<file path="src/rtl/serial_subtractor_pkg.sv">
// Shared types and elaboration helpers for the digit-serial subtractor.
// Digit count and counter width are derived per instance from W and D.
package serial_subtractor_pkg;

    typedef enum logic [1:0] {
        IDLE,
        RUN,
        DONE
    } state_t;

    localparam int DEFAULT_W = 16;
    localparam int DEFAULT_D = 4;
    localparam int DEFAULT_N = DEFAULT_W / DEFAULT_D;

    function automatic int digit_count(input int w, input int d);
        return w / d;
    endfunction

    // A single-digit configuration still needs a one-bit counter.
    function automatic int counter_width(input int n);
        return (n <= 1) ? 1 : $clog2(n);
    endfunction

    function automatic bit widths_ok(input int w, input int d);
        return (d >= 1) && (d <= w) && ((w % d) == 0);
    endfunction

endpackage

</file>
<file path="src/rtl/serial_subtractor_if.sv">
// Operand/result handshake bundle for serial_subtractor.
// The master drives operands and consumes results; the slave is the subtractor.
interface serial_subtractor_if #(
    parameter int W = 16
);
    logic         io_in_valid;
    logic         io_in_ready;
    logic [W-1:0] io_in_a;
    logic [W-1:0] io_in_b;
    logic         io_out_valid;
    logic         io_out_ready;
    logic [W-1:0] io_out_d;
    logic         io_out_borrow;
    logic         io_out_zero;

    modport master (
        output io_in_valid, io_in_a, io_in_b, io_out_ready,
        input  io_in_ready, io_out_valid, io_out_d, io_out_borrow, io_out_zero
    );

    modport slave (
        input  io_in_valid, io_in_a, io_in_b, io_out_ready,
        output io_in_ready, io_out_valid, io_out_d, io_out_borrow, io_out_zero
    );
endinterface

</file>
<file path="src/rtl/serial_subtractor_digit_subtractor.sv">
// One D-bit subtract-with-borrow slice; the top reuses a single copy every cycle.
module digit_subtractor #(
    parameter int D = 4
) (
    input  logic [D-1:0] io_in_a,
    input  logic [D-1:0] io_in_b,
    input  logic         io_in_bin,
    output logic [D-1:0] io_out_d,
    output logic         io_out_bout
);
    logic [D:0] diff;

    // Bit D of the widened difference goes high exactly when the slice underflows.
    assign diff        = {1'b0, io_in_a} - {1'b0, io_in_b} - {{D{1'b0}}, io_in_bin};
    assign io_out_d    = diff[D-1:0];
    assign io_out_bout = diff[D];
endmodule

</file>
<file path="src/rtl/serial_subtractor.sv">
// Digit-serial unsigned a - b: one D-bit digit per cycle, LSB first,
// with a registered borrow chain and valid/ready on both sides.
module serial_subtractor
    import serial_subtractor_pkg::*;
#(
    parameter int W = DEFAULT_W,
    parameter int D = DEFAULT_D
) (
    input logic               clock,
    input logic               reset,
    serial_subtractor_if.slave io
);
    localparam int N  = digit_count(W, D);
    localparam int CW = counter_width(N);
    localparam logic [CW-1:0] LAST_K = CW'(N - 1);

    generate
        if (!widths_ok(W, D)) begin : g_bad_widths
            $error("serial_subtractor: W must be a positive multiple of D");
        end
    endgenerate

    state_t        state;
    logic [W-1:0]  a_reg;
    logic [W-1:0]  b_reg;
    logic [W-1:0]  d_reg;
    logic          borrow_reg;
    logic [CW-1:0] k;

    logic [D-1:0]  a_digit;
    logic [D-1:0]  b_digit;
    logic [D-1:0]  digit_d;
    logic          digit_bout;

    assign a_digit = a_reg[k*D +: D];
    assign b_digit = b_reg[k*D +: D];

    digit_subtractor #(.D(D)) u_digit (
        .io_in_a     (a_digit),
        .io_in_b     (b_digit),
        .io_in_bin   (borrow_reg),
        .io_out_d    (digit_d),
        .io_out_bout (digit_bout)
    );

    // Operands are captured once at acceptance, so later input changes cannot disturb a run.
    always_ff @(posedge clock or negedge reset) begin
        if (!reset) begin
            state      <= IDLE;
            a_reg      <= '0;
            b_reg      <= '0;
            d_reg      <= '0;
            borrow_reg <= 1'b0;
            k          <= '0;
        end else begin
            case (state)
                IDLE: begin
                    if (io.io_in_valid) begin
                        a_reg      <= io.io_in_a;
                        b_reg      <= io.io_in_b;
                        d_reg      <= '0;
                        borrow_reg <= 1'b0;
                        k          <= '0;
                        state      <= RUN;
                    end
                end
                RUN: begin
                    d_reg[k*D +: D] <= digit_d;
                    borrow_reg      <= digit_bout;
                    k               <= k + CW'(1);
                    if (k == LAST_K) begin
                        state <= DONE;
                    end
                end
                DONE: begin
                    if (io.io_out_ready) begin
                        state <= IDLE;
                    end
                end
                default: state <= IDLE;
            endcase
        end
    end

    assign io.io_in_ready   = (state == IDLE);
    assign io.io_out_valid  = (state == DONE);
    assign io.io_out_d      = d_reg;
    assign io.io_out_borrow = borrow_reg;
    assign io.io_out_zero   = (d_reg == '0);

endmodule

</file>
<file path="src/flat_wrapper.sv">
// flat-port wrapper written by rule: the top's interface ports become plain ports
module serial_subtractor_flat import serial_subtractor_pkg::*;
#(
    parameter int W = DEFAULT_W,
    parameter int D = DEFAULT_D
)
  (clock, reset, io_io_in_valid, io_io_in_a, io_io_in_b, io_io_out_ready, io_io_in_ready, io_io_out_valid, io_io_out_d, io_io_out_borrow, io_io_out_zero);
  serial_subtractor_if #(.W(W)) io_i ();
  input logic clock;
  input logic reset;
  input wire logic [$bits(io_i.io_in_valid)-1:0] io_io_in_valid;
  input wire logic [$bits(io_i.io_in_a)-1:0] io_io_in_a;
  input wire logic [$bits(io_i.io_in_b)-1:0] io_io_in_b;
  input wire logic [$bits(io_i.io_out_ready)-1:0] io_io_out_ready;
  output wire logic [$bits(io_i.io_in_ready)-1:0] io_io_in_ready;
  output wire logic [$bits(io_i.io_out_valid)-1:0] io_io_out_valid;
  output wire logic [$bits(io_i.io_out_d)-1:0] io_io_out_d;
  output wire logic [$bits(io_i.io_out_borrow)-1:0] io_io_out_borrow;
  output wire logic [$bits(io_i.io_out_zero)-1:0] io_io_out_zero;
  assign io_i.io_in_valid = io_io_in_valid;
  assign io_i.io_in_a = io_io_in_a;
  assign io_i.io_in_b = io_io_in_b;
  assign io_i.io_out_ready = io_io_out_ready;
  assign io_io_in_ready = io_i.io_in_ready;
  assign io_io_out_valid = io_i.io_out_valid;
  assign io_io_out_d = io_i.io_out_d;
  assign io_io_out_borrow = io_i.io_out_borrow;
  assign io_io_out_zero = io_i.io_out_zero;
  serial_subtractor #(.W(W), .D(D)) u_core (.clock(clock), .reset(reset), .io(io_i));
endmodule
</file>
<file path="config.mk">
export PLATFORM = sky130hd
export DESIGN_NAME = serial_subtractor_flat
export DESIGN_NICKNAME = d
export VERILOG_FILES = /design/src/rtl/serial_subtractor_pkg.sv /design/src/rtl/serial_subtractor_if.sv /design/src/rtl/serial_subtractor_digit_subtractor.sv /design/src/rtl/serial_subtractor.sv /design/src/flat_wrapper.sv
export SDC_FILE = /design/constraint.sdc
export NUM_CORES = 1
export LEC_CHECK = 0
export ABC_AREA = 1
export CAP_MARGIN = 20
export CORE_UTILIZATION = 52
export CTS_CLUSTER_DIAMETER = 200
export DETAILED_ROUTE_END_ITERATION = 8
export PLACE_DENSITY = 0.89
export SLEW_MARGIN = 25
export SYNTH_ARGS = -nofsm -noshare
export SYNTH_HDL_FRONTEND = slang
export SYNTH_HIERARCHICAL = 1
export SYNTH_SLANG_ARGS = --single-unit
</file>
<file path="constraint.sdc">
create_clock -name clock -period 3.1 [get_ports clock]
set_clock_uncertainty 0.05 [all_clocks]
set_input_delay 0.465 -clock clock [delete_from_list [all_inputs] [get_ports clock]]
set_output_delay 0.465 -clock clock [all_outputs]
set_load 0.03 [all_outputs]
</file>
==> results of run 1 <==
==> cells in the final DEF, fill, tap and decap left out, types with 2 or more instances in the layout <==
master           count
clkinv_1             2
nand4_1              7
ha_1                12
o21ai_1              2
buf_4                8
inv_1               28
a21oi_1             16
nor2_1              41
nand3_1             40
nor2_4               2
o21ai_2              7
fa_1                 2
dfrtp_1             53
clkdlybuf4s50_1     54
o21ai_0             19
clkbuf_8             6
nand2_1             95
==> per-layer routing <==
metal  part of all wire [%]  vias to the layer above  wire [um]  GRT usage, %
met5                      0                        -          0             0
met2                     49                       71       3026         40.51
li1                       -                     1237          -             -
met3                    3.9                       13        239         4.233
met4                    2.1                        0        128         9.053
met1                     45                     1139       2765         28.62
==> worst max path at each step <==
| stage | start | end | slack [ns] | cells after the start |
|---|---|---|---|---|
| 3_3_place_gp | u_core/k[0]$_DFFE_PN0P_ | u_core/io.io_out_d[7]$_DFFE_PN0P_ | 0.49 | 14 |
| 4_1_cts | u_core/k[0]$_DFFE_PN0P_ | u_core/io.io_out_d[7]$_DFFE_PN0P_ | 0.28 | 14 |
| 6_report | u_core/k[0]$_DFFE_PN0P_ | u_core/io.io_out_d[7]$_DFFE_PN0P_ | 0.27 | 14 |
| 3_5_place_dp | u_core/k[0]$_DFFE_PN0P_ | u_core/io.io_out_d[7]$_DFFE_PN0P_ | 0.32 | 14 |
| 2_1_floorplan | u_core/k[1]$_DFFE_PN0P_ | u_core/io.io_out_d[7]$_DFFE_PN0P_ | 0.47 | 16 |
| 5_1_grt | u_core/k[0]$_DFFE_PN0P_ | u_core/io.io_out_d[7]$_DFFE_PN0P_ | 0.009 | 14 |
==> layout make-up <==
type                            instances  area (um2)  share of cell area (%)
Tap cell                               70       87.58                   2.465
Multi-Input combinational cell        252        1306                   36.76
Sequential cell                        53        1326                   37.32
Clock inverter                          1       30.03                  0.8451
Clock buffer                            7       86.33                   2.430
Timing Repair Buffer                   62       600.6                   16.90
Inverter                               31       116.4                   3.275
==> per-stage QoR <==
stage	hold WS [ns]	setup slack [ns]	instance area [um2]	power [mW]
final	0.1224	0.2701	3553	4.430
after global routing	0.1653	0.009285	3553	4.845
after CTS	0.1509	0.2759	3553	4.434
after detailed placement	0.4053	0.3218	3437	3.950
after global placement	0.4004	0.4915	3435	3.799
after floorplan	0.1194	0.4742	2838	3.181
==> power by group <==
group	leakage (nW)	internal, mW	switching [mW]
clock network	0.0585	0.263	0.221
registers	0.668	0.990	0.190
logic	1.07	1.03	1.74
total	1.80	2.28	2.15
==> kinds of logic (layout without fill, tap and decap cells) <==
group	count (synthesis)	after routing
adder cells (fa/ha/maj)	14	14
XOR/XNOR	1	1
AND/OR/NAND/NOR	191	191
buffers and inverters	47	101
AO/OA/AOI/OAI	46	46
flip-flops	53	53
==> results.md, run 1 <==
- Hpwl dp: about 4600 um
- Die height: about 76 um
- Slew @ Worst Pin: around 0.65 ns
- CP delay by family, top: buffers and inverters
- Area leader, netlist: dfrtp_1
- Share of cells above drive strength 1: roughly 7.4%
- Top cell type's share of synthesized area: 46.74%
- Largest family of logic cells by synthesized area: simple AND/OR/NAND/NOR gates
- Number of global-route vias before repair: roughly 2300
- Critical path class: flop to flop
- Mux contribution to synthesized area: 0%
- Final nets: ~460
- Core ar.: between 5000 and 6000 um2
- Unrepaired setup endpoints after global routing: false
- GRT Total Usage: 23.27%
- CTS Root Cell: clkbuf_8
- WL/cell: 12.94 um
- Starting density of the core: a little over half
- Slowest cell on the critical path: fa_1
- FF-to-FF setup slack: roughly 0.27 ns
- Peak supply drop: between 0.6 and 0.7 mV
- Slew HR: a little under three fifths
- Crit path buffers/inverters: 4
- Crit path launch type: flop
- I/O Buffers: 55
- H-tree depth: 2
- Worst reg2reg path depth: 14
- CP arrival: 3.02 ns
- Simple-gate share of the synthesized area: between 20% and 30%
- Post-CTS Setup Repair Bufs: 0
- DRT iter0 DRCs: 97
- Synth Area in XOR/XNOR: less than 1%
- Ys Warns: 6
- Clock slew at reported path FFs: 0.09 ns
- Outcome: complete, no violations
- CP max FO: 15
- Setup tns final: 0 ns
- Synth Area in Compound Gates: under 10%
- Post-synthesis instance total: ~350
- Pin count of the biggest net entering global routing: 55
- CTS Sinks: 53
- Synth Flop Type: dfrtp_1
- Yosys cell types: 28
- EDFF count, synth: 0
- Register area share after synthesis: approximately 47%
- Via count: 2460
- FP Rows: 26
- Fill cells: around 420
- # hold bufs at CTS: 0
- N_diodes: 0
- Final Util: about 69%
- Avg Cell Area, Syn: a little over 8 um2
- Die X: 75.87 um
- R2R Path Start: u_core/k[0]$_DFFE_PN0P_
- F_max: about 350 MHz
- Synthesized Nets: roughly 400
- Largest cells by area after synthesis: dfrtp_1 47%, nand2_1 13%, nand3_1 7.1%, nor2_1 5.4%, ha_1 5.3%
- Drt total wl: a little over 6000 um
- Slew Limit Fails: 0
- Vias/cell: just over 5
- Hold/Removal Path Class: primary input to async pin
- Finish-stage setup viols: 0
- Area Growth Syn to Fin: 25.22%
- DRT Pass-1 Iters: 4
- Die footprint: ~5800 um2
- # Max-Cap Violations: 0
- Pwr dens: 1247 nW/um2
- R2R Path End: u_core/io.io_out_d[7]$_DFFE_PN0P_
- Crit path cell chain: clkinv_1, buf_4, o21ai_0, nand2_1, inv_1, fa_1, ha_1, o21ai_1, nand3_1, nand2_1, inv_1, nor2_1, nand2_1, o21ai_2
- Ports: 56
- Leakage: between 1.5 and 2 nW
- Post-route insts no fill: between 400 and 500
- Fraction of registers with async set/reset: 100.0%
- Global-route wire length before repair: around 10000 um
- Critical Path Max Stage Delay: approximately 0.44 ns
- Num CTS Buffers: 5
- Most used cell, CP: nand2_1
- Post-route ant nets: 0
- Mapped cell area: 2838 um2
- Synth top cells by count: 95 x nand2_1, 53 x dfrtp_1, 41 x nor2_1
- Worst-case clock buffer depth: 2
- Residual DRC count: 0
- Clk_lat worst skew: slightly above 0.3 ns
- Total placed cells including tap cells: between 400 and 500
- Seq cells post-synth: 53
- Count leader, synth: nand2_1
- Data required time of the critical path: 3.29 ns
- # resized after CTS: 0
- Initial antenna violation count: 0
- GP Congestion: between 0.8 and 0.9
- Worst setup EP type: flop
- Period minus WS final: 2.830 ns
- Final Cycle Share: around 90%
- Adder-Cell Fraction of Synth Area: between 6 and 7%
- Total gr overflow: 0
- CTS tree: built
- Final Hold Vio Count: 0
(Power assumes the default switching activity.)
==> run 2: changes to the inputs <==
CORE_UTILIZATION = 47   (was 52)
PLACE_DENSITY = 0.86   (was 0.89)
clock period = 2.3 ns   (was 3.1 ns; I/O delays follow)
==> results.md, run 2 (synthesis results as in run 1) <==
- Slew Limit Fails: 0 (unchanged)
- N_diodes: 0 (unchanged)
- CTS tree: built
- Final Util: 67.50% (-1.2 points)
- Initial antenna violation count: 0 (unchanged)
- Total placed cells including tap cells: 480 (+2.6%)
- DRT Pass-1 Iters: 4 (unchanged)
- Slew @ Worst Pin: 0.7570 ns (+0.1068 ns)
- Setup WS post-layout: -0.2155 ns (-0.4856 ns)
- WL/cell: 13.96 um (+7.8%)
- CTS Root Cell: clkbuf_8
- Drt total wl: 6908 um (+12%)
- DRT iter0 DRCs: 151 (+56%)
- Grt met3 use: 4.229% (about the same)
- Die footprint: 6352 um2 (+10%)
- M1 GR Usage: 28.73% (+0.11 points)
- FP Rows: 27 (+3.8%)
- Crit path cell chain: buf_4, o21ai_2, nand2_2, fa_2, inv_2, ha_4, o21ai_2, nand3_1, nand2_1, inv_1, nor2_2, nand2_2, o21ai_2
- GP Congestion: 0.8659 (-1.6%)
- Slew HR: 49.53% (-7.1 points)
- Hold/Removal Path Class: primary input to async pin
- Failing checks: negative setup slack
- Post-route insts no fill: 495 (+4.0%)
- Ports: 56 (unchanged)
- Finish-stage setup viols: 15 (+15)
- Hpwl dp: 4748 um (+3.3%)
- H-tree depth: 2 (unchanged)
- Num CTS Buffers: 5 (unchanged)
- # Max-Cap Violations: 0 (unchanged)
- Slowest cell on the critical path: fa_2
- Vias/cell: 5.303 (+2.6%)
- Die X: 79.70 um (+5.0%)
- GRT Total Usage: 22.68% (-0.59 points)
- Most used cell, CP: o21ai_2
- Critical Path Max Stage Delay: 0.61 ns (+0.17 ns)
- Commonest non-fill, non-tap cells in the layout: 88 x nand2_1, 54 x clkdlybuf4s50_1, 51 x dfrtp_1
- # hold bufs at CTS: 0 (unchanged)
- I/O Buffers: 55 (unchanged)
- CTS Sinks: 53 (unchanged)
- Starting density of the core: 50.00% (-4.9 points)
- Core ar.: 5675 um2 (+9.7%)
- Final Hold Vio Count: 0 (unchanged)
- Crit path launch type: flop
- Share of cells above drive strength 1: 19.39% (+12 points)
- Clock slew at reported path FFs: 0.10 ns (about the same)
- Pin count of the biggest net entering global routing: 55 (unchanged)
- F_max: 397.5 MHz (+12%)
- Crit path buffers/inverters: 3 (-1)
- Unrepaired setup endpoints after global routing: true
- Final nets: 472 (+3.7%)
- Worst setup EP type: flop
- Global-route wire length before repair: 10930 um (+9.6%)
- Area Growth Syn to Fin: 35.01%
- Via count: 2625 (+6.7%)
- CP arrival: 2.72 ns (-0.30 ns)
- Gr busiest metal: met2
- Clk_lat worst skew: 0.32 ns (about the same)
- Final Cycle Share: 109.4% (+18 points)
- CP delay by family, top: adder cells
- DP Worst Slack: -0.1850 ns (-0.5068 ns)
- Post-route ant nets: 0 (unchanged)
- Commonest non-fill, non-tap cell in the layout: nand2_1
- Residual DRC count: 0 (unchanged)
- Outcome: finished, violations left
- Number of global-route vias before repair: 2396 (+5.4%)
- Hold_ws: 0.03674 ns (-0.08561 ns)
- Data required time of the critical path: 2.51 ns (-0.78 ns)
- Total gr overflow: 0 (unchanged)
- Critical path class: flop to flop
- Die height: 79.70 um (+5.0%)
- Worst-case clock buffer depth: 2 (unchanged)
- Period minus WS final: 2.516 ns (-0.3144 ns)
- Met2 Use GR: 38.55% (-2.0 points)
- CP max FO: 5 (-10)
[run 2: cell count changes in the layout (fill, tap and decap cells not counted), moves of 5 or more]
cell     delta
buf_4      +14
ha_1        -5
ha_4        +5
nand2_1     -7
nand2_2     +7
nor2_1      -5
o21ai_0     -8
o21ai_1     +5
[run 2: layer usage]
layer | wire, um | vias to the layer above
li1 | - | 1273
met1 | 2853 | 1236
met2 | 3492 | 97
met3 | 344 | 19
met4 | 218 | 0
met5 | 0 | -
[run 2: layout make-up]
| class | count | area (um2) |
|---|---|---|
| clock inverter | 3 | 22.52 |
| sequential | 53 | 1329 |
| fill | 467 | 1844 |
| multi-input combinational | 252 | 1465 |
| inverter | 31 | 122.6 |
| clock buffer | 5 | 68.82 |
| timing repair buffer | 79 | 733.2 |
| tap | 72 | 90.09 |
[run 2: timing repair]
action	CTS	global route
pin swaps	7	18
buffers inserted	4	4
gates cloned	0	0
resized for setup	24	21
endpoints found under the setup margin	17	17
[run 2: per-stage QoR]
stage / setup TNS, ns / instance area [um2]
6_report: -1.432 / 3831
5_1_grt: -2.853 / 3831
4_1_cts: -0.2355 / 3720
3_3_place_gp: -0.08761 / 3521
3_5_place_dp: -1.625 / 3521
2_1_floorplan: -0.9049 / 2864
[run 2: final timing paths]
check | start | to | slack (ns) | depth (start not counted)
min in group clock | u_core/b_reg[1]$_DFFE_PN0P_ | u_core/b_reg[1]$_DFFE_PN0P_ | 0.43 | 2
max in group asynchronous | reset | u_core/b_reg[0]$_DFFE_PN0P_ | 1.52 | 2
worst max register to register | u_core/k[0]$_DFFE_PN0P_ | u_core/io.io_out_d[15]$_DFFE_PN0P_ | -0.22 | 13
worst min register to register | u_core/b_reg[1]$_DFFE_PN0P_ | u_core/b_reg[1]$_DFFE_PN0P_ | 0.43 | 2
worst max-delay path | u_core/k[0]$_DFFE_PN0P_ | u_core/io.io_out_d[15]$_DFFE_PN0P_ | -0.22 | 13
worst min-delay path | reset | u_core/io.io_out_d[3]$_DFFE_PN0P_ | 0.04 | 1
Power of run 2 is not shown: default switching activity piles up to over one toggle a cycle in this logic, so the estimate is an artifact.
==> run 3: changes to the inputs <==
--- a/config.mk
+++ b/config.mk
@@ -13,2 +13,3 @@
 export PLACE_DENSITY = 0.86
+export SKIP_LAST_GASP = 1
 export SLEW_MARGIN = 25
--- a/constraint.sdc
+++ b/constraint.sdc
@@ -4,2 +4,2 @@
 set_output_delay 0.345 -clock clock [all_outputs]
-set_load 0.03 [all_outputs]
+set_load 0.005 [all_outputs]
==> results.md, run 3 (synthesis results as in run 1) <==
- Outcome: finished, violations left
- Failing checks: negative setup slack
- Via count: 2562 (-2.4%)
- GRT Total Usage: 22.28% (-0.40 points)
- Crit path buffers/inverters: 3 (unchanged)
- Drt total wl: 6526 um (-5.5%)
- N_diodes: 0 (unchanged)
- Worst setup EP type: flop
- Worst reg2reg path depth: 13 (unchanged)
- Crit path cell chain: buf_4, o21ai_1, nand2_1, fa_2, inv_2, ha_4, o21ai_4, nand2_1, nand2_1, nand2_2, buf_4, nand4_1, nand2_1
- Critical Path Max Stage Delay: 0.59 ns (-0.02 ns)
- Area Growth Syn to Fin: 31.17%
- Die X: 79.70 um (unchanged)
- Unrepaired setup endpoints after global routing: true
- Core ar.: 5675 um2 (unchanged)
- Design Area, Final: 3722 um2 (-2.8%)
- H-tree depth: 2 (unchanged)
- DRT iter0 DRCs: 193 (+28%)
- R2R Path Start: u_core/k[0]$_DFFE_PN0P_
- CTS Root Cell: clkbuf_8
- Global-route wire length before repair: 10860 um (-0.63%)
- Slew @ Worst Pin: 0.7247 ns (-0.03233 ns)
- Die height: 79.70 um (unchanged)
- R2R Path End: u_core/io.io_out_d[3]$_DFFE_PN0P_
- Slew Limit Fails: 0 (unchanged)
- FF-to-FF setup slack: -0.14 ns (+0.08 ns)
- CTS Sinks: 53 (unchanged)
- Worst-case clock buffer depth: 2 (unchanged)
- GP Congestion: 0.8803 (+1.7%)
- Most used cell, CP: nand2_1
- F_max: 410.4 MHz (+3.2%)
- Finish-stage setup viols: 12 (-3)
- Initial antenna violation count: 0 (unchanged)
- Clock slew at reported path FFs: 0.10 ns (about the same)
- Pwr dens: approximately 1800 nW/um2
- Share of cells above drive strength 1: 15.95% (-3.4 points)
- CP arrival: 2.60 ns (-0.12 ns)
- DRT Pass-1 Iters: 4 (unchanged)
- Slowest cell on the critical path: fa_2
- Vias/cell: 5.207 (-1.8%)
- Ports: 56 (unchanged)
- Number of global-route vias before repair: 2395 (-0.042%)
- I/O Buffers: 55 (unchanged)
- Hold/Removal Path Class: primary input to async pin
- Starting density of the core: 50.00% (unchanged)
- WL/cell: 13.26 um (-5.0%)
- Clk_lat worst skew: 0.31 ns (about the same)
- CP delay by family, top: adder cells
- Hpwl dp: 4835 um (+1.8%)
- Placed Area: 3521 um2 (unchanged)
- CTS tree: built
- Final Hold Vio Count: 0 (unchanged)
- Period minus WS final: 2.437 ns (-0.07869 ns)
- Critical path class: flop to flop
- Final nets: 469 (-0.64%)
- # Max-Cap Violations: 0 (unchanged)
- Post-route ant nets: 0 (unchanged)
- Crit path launch type: flop
- Residual DRC count: 0 (unchanged)
- Data required time of the critical path: 2.46 ns (-0.05 ns)
- Num CTS Buffers: 5 (unchanged)
- Total chip power: about 6.6 mW
- Leakage: 1.856 nW
- Setup WS post-layout: -0.1368 ns (+0.07869 ns)
- FP Rows: 27 (unchanged)
- Die footprint: 6352 um2 (unchanged)
- Commonest non-fill, non-tap cells in the layout: 91 x nand2_1, 54 x clkdlybuf4s50_1, 52 x dfrtp_1
- Fill cells: 478 (+2.4%)
- Total gr overflow: 0 (unchanged)
- CP max FO: 5 (unchanged)
- Peak supply drop: approximately 1.1 mV
- Pin count of the biggest net entering global routing: 55 (unchanged)
- Commonest non-fill, non-tap cell in the layout: nand2_1
- Slew HR: 51.69% (+2.2 points)
- Final Cycle Share: 105.9% (-3.4 points)
-- run 3: changes by cell type in the layout (fill, tap and decap cells not counted), sizes merged --
| cell | before | now |
|---|---|---|
| inv | 29 | 32 |
| clkinvlp | 3 | 1 |
| clkinv | 2 | 1 |
| buf | 25 | 22 |
-- run 3: worst max path at each step --
stage	start	end	slack, ns	cells after the start
2_1_floorplan	u_core/k[0]$_DFFE_PN0P_	u_core/io.io_out_d[15]$_DFFE_PN0P_	-0.15	16
6_report	u_core/k[0]$_DFFE_PN0P_	u_core/io.io_out_d[3]$_DFFE_PN0P_	-0.14	13
5_1_grt	u_core/k[0]$_DFFE_PN0P_	u_core/io.io_out_d[15]$_DFFE_PN0P_	-0.27	15
3_3_place_gp	u_core/k[0]$_DFFE_PN0P_	u_core/io.io_out_d[7]$_DFFE_PN0P_	-0.03	15
4_1_cts	u_core/k[0]$_DFFE_PN0P_	u_core/io.io_out_d[7]$_DFFE_PN0P_	-0.09	15
3_5_place_dp	u_core/k[1]$_DFFE_PN0P_	u_core/io.io_out_d[6]$_DFFE_PN0P_	-0.14	14
-- run 3: layout make-up --
cell class                 count  area (um2)  area share (%)
clock buffer                   5       68.82           1.849
clock inverter                 3       21.27          0.5714
inverter                      31       121.4           3.260
multi-input combinational    252        1390           37.34
sequential                    53        1328           35.66
tap                           72       90.09           2.420
timing repair buffer          76       703.2           18.89
-- run 3: per-stage QoR --
stage / setup slack, ns / instances / setup TNS [ns] / utilization (%) / hold WS [ns]
finish: -0.1368 / 492 / -0.7647 / 65.59 / 0.02934
global route: -0.2664 / 492 / -2.707 / 65.59 / 0.07730
CTS: -0.09170 / 489 / -0.5349 / 64.35 / 0.04131
detailed placement: -0.1445 / 480 / -1.262 / 62.04 / 0.3861
global placement: -0.03057 / 480 / -0.09461 / 62.04 / 0.3789
floorplan: -0.1498 / 352 / -0.9016 / - / -0.0005911
-- run 3: timing repair --
| item | in CTS | in global routing |
|---|---|---|
| pin swaps | 6 | 6 |
| endpoints found under the hold margin | 0 | 0 |
| hold buffers | 0 | 0 |
| gates resized for setup | 10 | 15 |
| buffers inserted | 1 | 3 |
| endpoints found under the setup margin | 16 | 17 |
-- run 3: worst reg2reg max path, cell delays in order (launching register included) --
cell and delay (ns):
dfrtp_1 0.43, buf_4 0.17, o21ai_1 0.15, nand2_1 0.11, fa_2 0.59, inv_2 0.05, ha_4 0.15, o21ai_4 0.14
nand2_1 0.08, nand2_1 0.07, nand2_2 0.06, buf_4 0.12, nand4_1 0.10, nand2_1 0.06
-- run 3: layer usage --
layer	wire length (um)	GRT usage, %
met1	2803	28.85
met5	0	0
met4	127	9.455
met3	349	4.114
met2	3244	36.41
-- run 3: power breakdown --
| group | leakage, nW | switching (mW) | internal [mW] | total (mW) |
|---|---|---|---|---|
| registers | 0.666 | 0.278 | 1.34 | 1.61 |
| clock network | 0.0445 | 0.315 | 0.216 | 0.532 |
| logic | 1.14 | 2.50 | 1.97 | 4.47 |
| total | 1.86 | 3.09 | 3.52 | 6.61 |
